<file path="src/rtl/traffic_vehicle_detector.sv">
// Vehicle-detector conditioning: per-road sync, debounce, presence stretch and stuck flag,
// followed by a minimum-dwell filter producing the light controller's 2-bit demand code.
module traffic_vehicle_detector #(
    parameter int unsigned DEB_CYCLES   = 3,
    parameter int unsigned HOLD_CYCLES  = 5,
    parameter int unsigned MIN_DWELL    = 10,
    parameter int unsigned STUCK_CYCLES = 120
) (
    input  logic       sys_clk,
    input  logic       sys_rst,
    input  logic       veh_main_raw,
    input  logic       veh_side_raw,
    output logic [1:0] sw,
    output logic       sw_chg,
    output logic       fault_main,
    output logic       fault_side
);
    localparam int unsigned DW  = $clog2(DEB_CYCLES + 1);
    localparam int unsigned HW  = (HOLD_CYCLES > 0) ? $clog2(HOLD_CYCLES + 1) : 1;
    localparam int unsigned SCW = $clog2(STUCK_CYCLES + 1);
    localparam int unsigned WW  = (MIN_DWELL > 0) ? $clog2(MIN_DWELL + 1) : 1;

    localparam logic [DW-1:0]  DEB_LAST  = DW'(DEB_CYCLES - 1);
    localparam logic [HW-1:0]  HOLD_MAX  = HW'(HOLD_CYCLES);
    localparam logic [SCW-1:0] STUCK_MAX = SCW'(STUCK_CYCLES);
    localparam logic [WW-1:0]  DWELL_MAX = WW'(MIN_DWELL);

    // Lane index 1 is the main road, 0 the trunk road, matching the bit order of sw.
    logic [1:0]     raw;
    logic [1:0]     s1_q, s2_q;
    logic [1:0]     deb_q, deb_d;
    logic [1:0]     fault_q, fault_d;
    logic [1:0]     pres;
    logic [DW-1:0]  dcnt_q [2];
    logic [DW-1:0]  dcnt_d [2];
    logic [HW-1:0]  hcnt_q [2];
    logic [HW-1:0]  hcnt_d [2];
    logic [SCW-1:0] scnt_q [2];
    logic [SCW-1:0] scnt_d [2];

    logic [1:0]     sw_q, sw_d;
    logic           chg_q, chg_d;
    logic [WW-1:0]  wcnt_q, wcnt_d;

    assign raw = {veh_main_raw, veh_side_raw};

    always_comb begin
        for (int i = 0; i < 2; i++) begin
            deb_d[i]  = deb_q[i];
            dcnt_d[i] = '0;
            if (s2_q[i] != deb_q[i]) begin
                if (dcnt_q[i] == DEB_LAST) begin
                    deb_d[i] = s2_q[i];
                end else begin
                    dcnt_d[i] = dcnt_q[i] + 1'b1;
                end
            end

            hcnt_d[i] = hcnt_q[i];
            if (deb_q[i]) begin
                hcnt_d[i] = HOLD_MAX;
            end else if (hcnt_q[i] != '0) begin
                hcnt_d[i] = hcnt_q[i] - 1'b1;
            end

            scnt_d[i] = '0;
            if (deb_q[i]) begin
                scnt_d[i] = (scnt_q[i] == STUCK_MAX) ? scnt_q[i] : scnt_q[i] + 1'b1;
            end

            // Gated by deb so the flag drops on the first edge after deb falls.
            fault_d[i] = deb_q[i] & (scnt_q[i] == STUCK_MAX);
            pres[i]    = deb_q[i] | (hcnt_q[i] != '0);
        end
    end

    always_comb begin
        wcnt_d = (wcnt_q == DWELL_MAX) ? wcnt_q : wcnt_q + 1'b1;
        sw_d   = sw_q;
        chg_d  = 1'b0;
        if ((pres != sw_q) && (wcnt_q == DWELL_MAX)) begin
            sw_d   = pres;
            chg_d  = 1'b1;
            wcnt_d = '0;
        end
    end

    always_ff @(posedge sys_clk) begin
        if (sys_rst) begin
            s1_q    <= '0;
            s2_q    <= '0;
            deb_q   <= '0;
            fault_q <= '0;
            dcnt_q  <= '{default: '0};
            hcnt_q  <= '{default: '0};
            scnt_q  <= '{default: '0};
            sw_q    <= '0;
            chg_q   <= 1'b0;
            wcnt_q  <= DWELL_MAX;
        end else begin
            s1_q    <= raw;
            s2_q    <= s1_q;
            deb_q   <= deb_d;
            fault_q <= fault_d;
            dcnt_q  <= dcnt_d;
            hcnt_q  <= hcnt_d;
            scnt_q  <= scnt_d;
            sw_q    <= sw_d;
            chg_q   <= chg_d;
            wcnt_q  <= wcnt_d;
        end
    end

    assign sw         = sw_q;
    assign sw_chg     = chg_q;
    assign fault_main = fault_q[1];
    assign fault_side = fault_q[0];

endmodule

</file>
<file path="config.mk">
export PLATFORM = sky130hd
export DESIGN_NAME = traffic_vehicle_detector
export DESIGN_NICKNAME = d
export VERILOG_FILES = /design/src/rtl/traffic_vehicle_detector.sv
export SDC_FILE = /design/constraint.sdc
export NUM_CORES = 1
export LEC_CHECK = 0
export ABC_CLOCK_PERIOD_IN_PS = 1970
export CELL_PAD_IN_SITES_DETAIL_PLACEMENT = 1
export CELL_PAD_IN_SITES_GLOBAL_PLACEMENT = 1
export CORE_UTILIZATION = 45
export DETAILED_ROUTE_END_ITERATION = 8
export HOLD_SLACK_MARGIN = 0.12
export PLACE_DENSITY_LB_ADDON = 0.1
export SYNTH_ARGS = -nofsm -noshare
export SYNTH_HDL_FRONTEND = slang
export SYNTH_SLANG_ARGS = --single-unit
</file>
<file path="constraint.sdc">
create_clock -name sys_clk -period 1.97 [get_ports sys_clk]
set_clock_uncertainty 0.15 [all_clocks]
set_input_delay 0.197 -clock sys_clk [delete_from_list [all_inputs] [get_ports sys_clk]]
set_output_delay 0.197 -clock sys_clk [all_outputs]
set_load 0.01 [all_outputs]
</file>
* After elaboration in Yosys (flattened, before gate mapping) *
Cells that the tools add are included.

word-level totals
  output and inout port bits = 5
  register bits after elaboration = 39
  logic and storage cells = 62
  ROM bits = 0
  memories kept = 0
  input port bits = 4
  RAM bits = 0
  bits in latches = 0

operators by class
  $add $sub $neg = 7
  magnitude comparators = 0
  equality and inequality tests = 9
  $mul = 0
  bitwise gates (word level) = 8
  reduce and logical (&&, ||, !) cells = 14
  muxes and demuxes = 7
  div/mod/pow operators = 0
  shifts and indexed selects = 0

operators by type and width
  cell                                                                 number
  7-bit by 1-bit adder with 7-bit output (second input constant)       2
  7-bit == test (second input constant)                                2
  3-bit two-way mux                                                    4
  2-bit OR reduction                                                   5
  4-bit two-way mux                                                    2
  3-bit nonzero test                                                   2
  3-bit OR reduction                                                   2
  3-bit by 1-bit subtractor with 3-bit output (second input constant)  2
  2-bit by 1-bit adder with 2-bit output (second input constant)       2
  4-bit by 1-bit adder with 4-bit output (second input constant)       1
  2-bit == test (second input constant)                                2
  4-bit == test (second input constant)                                1
  1-bit NOT                                                            4
  2-bit AND reduction                                                  2
  2-bit nonzero test                                                   2
  1-bit AND                                                            2
  1-bit != test                                                        2
  2-bit by 1-bit != test with 1-bit output (second input constant)     1
  2-bit != test                                                        1
  1-bit bitwise OR                                                     2
  1-bit logical AND                                                    1
  1-bit two-way mux                                                    1

* Logic depth before layout (Yosys ltp) *
  word-level depth = 5
  gate-level depth with buffers = 7
  depth with buffers taken out = 7

* Least setup slack after synthesis *
No wires, ideal clock.

  kind = reg2reg
  start = reg hcnt_q[3] (netlist bit)
  end = reg wcnt_q[1]
  data required time = 1698 ps
  arrival = 1510 ps
  stages on the path, launching flop included = 8
  library setup time = 122 ps
  period minus slack after synthesis = 1782 ps
  slack = 188 ps
  cell sequence = dfxtp_1 -> inv_1 -> ha_1 -> ha_1 -> nor2b_2 -> xnor2_2 -> nor2_1 -> a311o_1

between the ends
  longest elaborated chain between the ends = 5
  elaborated cells on any way between the ends = 6

RTL lines
  element                                                                                  RTL line  RTL
  from (decl)                                                                              36        logic [HW-1:0] hcnt_q [2];
  from (signal assigned)                                                                   106       hcnt_q <= hcnt_d;
  3-bit nonzero test (*)                                                                   73        pres[i] = deb_q[i] | (hcnt_q[i] != '0);
  1-bit bitwise OR (*)                                                                     73
  2-bit != test (*)                                                                        81        if ((pres != sw_q) && (wcnt_q == DWELL_MAX)) begin
  1-bit logical AND (*)                                                                    81
  2-bit by 1-bit != test with 1-bit output (no line) or 4-bit two-way mux (tied branches)  n/a
  to (signal assigned)                                                                     110       wcnt_q <= wcnt_d;
  to (decl)                                                                                43        logic [WW-1:0] wcnt_q, wcnt_d;

Every way passes the cells marked *; elsewhere a longest branch is shown, timed or not.
A chain may end at the register's enable or synchronous reset.

* Worst setup path after layout *
  start = reg hcnt_q[0] (netlist bit)
  end = reg wcnt_q[1]

The elaborated chain is that of the path after synthesis.

==> metrics.yaml <==
status: "completed"
wl_um: 3060
area_growth_pct: 13.6
crit_type: "flip-flop to flip-flop"
hold_start: "dcnt_q[0]"
critPathMostFrequentCell: "ha_1"
cts_buffer_depth: 2
grt_max_degree: 15
vias: 1193
cp-start-kind: "flip-flop"
die_h_um: 63.1
critPathMaxFanout: 2
critPathLaunch: "hcnt_q[0]"
min_period_over_period_pct: 93.4
gr-total-overflow: 0
grt_pass1_wl_um: 5780
cts-buffers-inserted: 5
wire_per_inst_um: 12.8
p_total_mw: 2.03
num_io_pins: 9
netlist.area_leader.share_pct: 46.5
antenna-diode-count: 0
ys_seq_elements: 39
ctsResizeCount: 0
dp_hpwl_um: 2320
layout.nets: 211
holdCritPathClass: "flip-flop to flip-flop"
syn-cell-area_um2: 1680
peakVddDrop_v: 0.000819
synth_nets: 197
required_ns: 1.99
ys.warnings.count: 0
yosys.area.top_type: "dfxtp_1"
io_buffers: 8
r2r_start: "hcnt_q[0]"
root_buffer: "clkbuf_8"
gp_congestion: 0.727
cp_num_cells: 7
setup_viol: 0
grt_antenna_before_repair: 0
cts_setup_buffers: 0
rsz0062_at_grt: "false"
r2r_cells: 7
row_count: 21
grt_pass1_vias: 1294
cpMaxStageDelayCell: "dfxtp_1"
drv_slew: 0
p_leak_nw: 0.698
crit_path_cell_trace: "inv_1, ha_1, ha_1, nor2b_2, xnor2_2, nor2_1, a311o_1"
syn_area_per_cell_um2: 9.37
path_buf_inv: 1
hold-path-cell-count: 1
drive_above_1_share_pct: 8.25
worst_pin_slew_ns: 0.334
critPathTopFamily: "adder cells"
setup_tns_ns: 0
max_freq_mhz: 544
min_period_ns: 1.84
htree_levels: 2
die-area_um2: 3980
insertion_delay_ns: 0.29
synth.distinct_cells: 27
synth_area_leaders: "dfxtp_1, ha_1, nor2_1"
netlist_instances: 179
vias_per_cell: 4.97
grt_use_total_pct: 19.0
maxSlewHeadroom_pct: 77.7
drt_pass1_iterations: 4
clock-sinks: 39
start_util_pct: 48.7
ant_nets: 0
ys_seq_area_share_pct: 46.5
fp.dieW_um: 63.1
final_hold_viol_count: 0
power_density_nw_per_um2: 1060
cp-end-kind: "flip-flop"
drtIter0Drc: 24
drc_errors: 0
cap_viol_max_count: 0
cts.clk_slew.worst_paths_ns: 0.07
coreArea_um2: 3440
ctsHoldBuffers: 0
cts_tree: "built"
arrival_ns: 1.86
slowest_delay_ns: 0.35
[final timing paths]
kind / endpoint / slack [ns]
min: dcnt_q[0] / 0.26
min reg2reg: dcnt_q[0] / 0.26
max reg2reg: wcnt_q[1] / 0.13
max: wcnt_q[1] / 0.13
[placed cells by master (no fill, tap or decap), types with 4 or more instances in the layout]
cell,n
a211oi_1,4
a21oi_1,6
buf_4,4
clkbuf_8,5
clkdlybuf4s50_1,8
dfxtp_1,39
ha_1,14
inv_1,15
mux2i_1,4
nand2_1,6
nand3_1,7
nor2_1,28
nor2b_1,6
nor3_1,6
o21ai_0,4
or3_1,6
xnor2_1,10
xor2_1,4
[layout make-up]
type	instances	area (um^2)
fill	390	1540
multi-input combinational	120	821
sequential	39	781
timing repair buffer	12	110
clock buffer	7	76.3
tap	46	57.6
inverter	15	56.3
clock inverter	1	5.00
[registers in the layout, indices dropped and copies added (netlist names)]
signal and flops:
dcnt_q 4, hcnt_q 6, wcnt_q 4, scnt_q 14, fault_q 2, deb_q 2, sw 2, s2_q 2
s1_q 2, sw_chg 1
[synthesized netlist by cell type, drive strengths merged]
master  instances
dfxtp          39
nor2           28
inv            15
ha             14
xnor2          12
nor2b           8
nor3            8
nand3           7
a21oi           6
nand2           6
or3             6
o21ai           5
a211oi          4
clkbuf          4
mux2i           4
xor2            4
nand2b          2
nor4            2
a21o            1
a311o           1
a31o            1
and3b           1
buf             1
[kinds of logic after synthesis]
family                   Yosys count  share of synthesized area [%]
AND/OR/NAND/NOR                   68                           20.2
buffers and inverters             20                           4.55
multiplexers                       4                           2.39
XOR/XNOR                          16                           9.25
AO/OA/AOI/OAI                     18                           6.64
adder cells (fa/ha/maj)           14                           10.4
flip-flops                        39                           46.5
[per-stage QoR]
step                      area [um^2]  util (%)  hold WS (ns)  setup WS [ns]  cells
after floorplan                  1680         -         0.175          0.188    179
after global placement           1830      53.0         0.248          0.218    232
after detailed placement         1830      53.0         0.255          0.130    232
after CTS                        1910      55.4         0.265          0.113    240
after global routing             1910      55.4         0.285        0.00131    240
final                            1910      55.4         0.260          0.131    240
[metal layers]
| layer | GRT usage [%] | wire, um | up-vias | part of all wire, % |
|---|---|---|---|---|
| li1 | - | - | 611 | - |
| met1 | 20.3 | 1300 | 569 | 43 |
| met2 | 33.3 | 1610 | 9 | 52 |
| met3 | 6.70 | 97 | 4 | 3.2 |
| met4 | 8.43 | 55 | 0 | 1.8 |
| met5 | 0 | 0 | - | 0 |
[where the power goes]
part / total, mW / internal, mW / switching [mW]
registers: 0.940 / 0.872 / 0.0676
clock network: 0.508 / 0.248 / 0.260
logic: 0.582 / 0.288 / 0.294
[worst reg2reg max path, cell delays in order (launching register included)]
cell and delay [ns]:
dfxtp_1 0.35, inv_1 0.05, ha_1 0.21, ha_1 0.20, nor2b_2 0.18, xnor2_2 0.17, nor2_1 0.08, a311o_1 0.35
(Power assumes the default switching activity.)
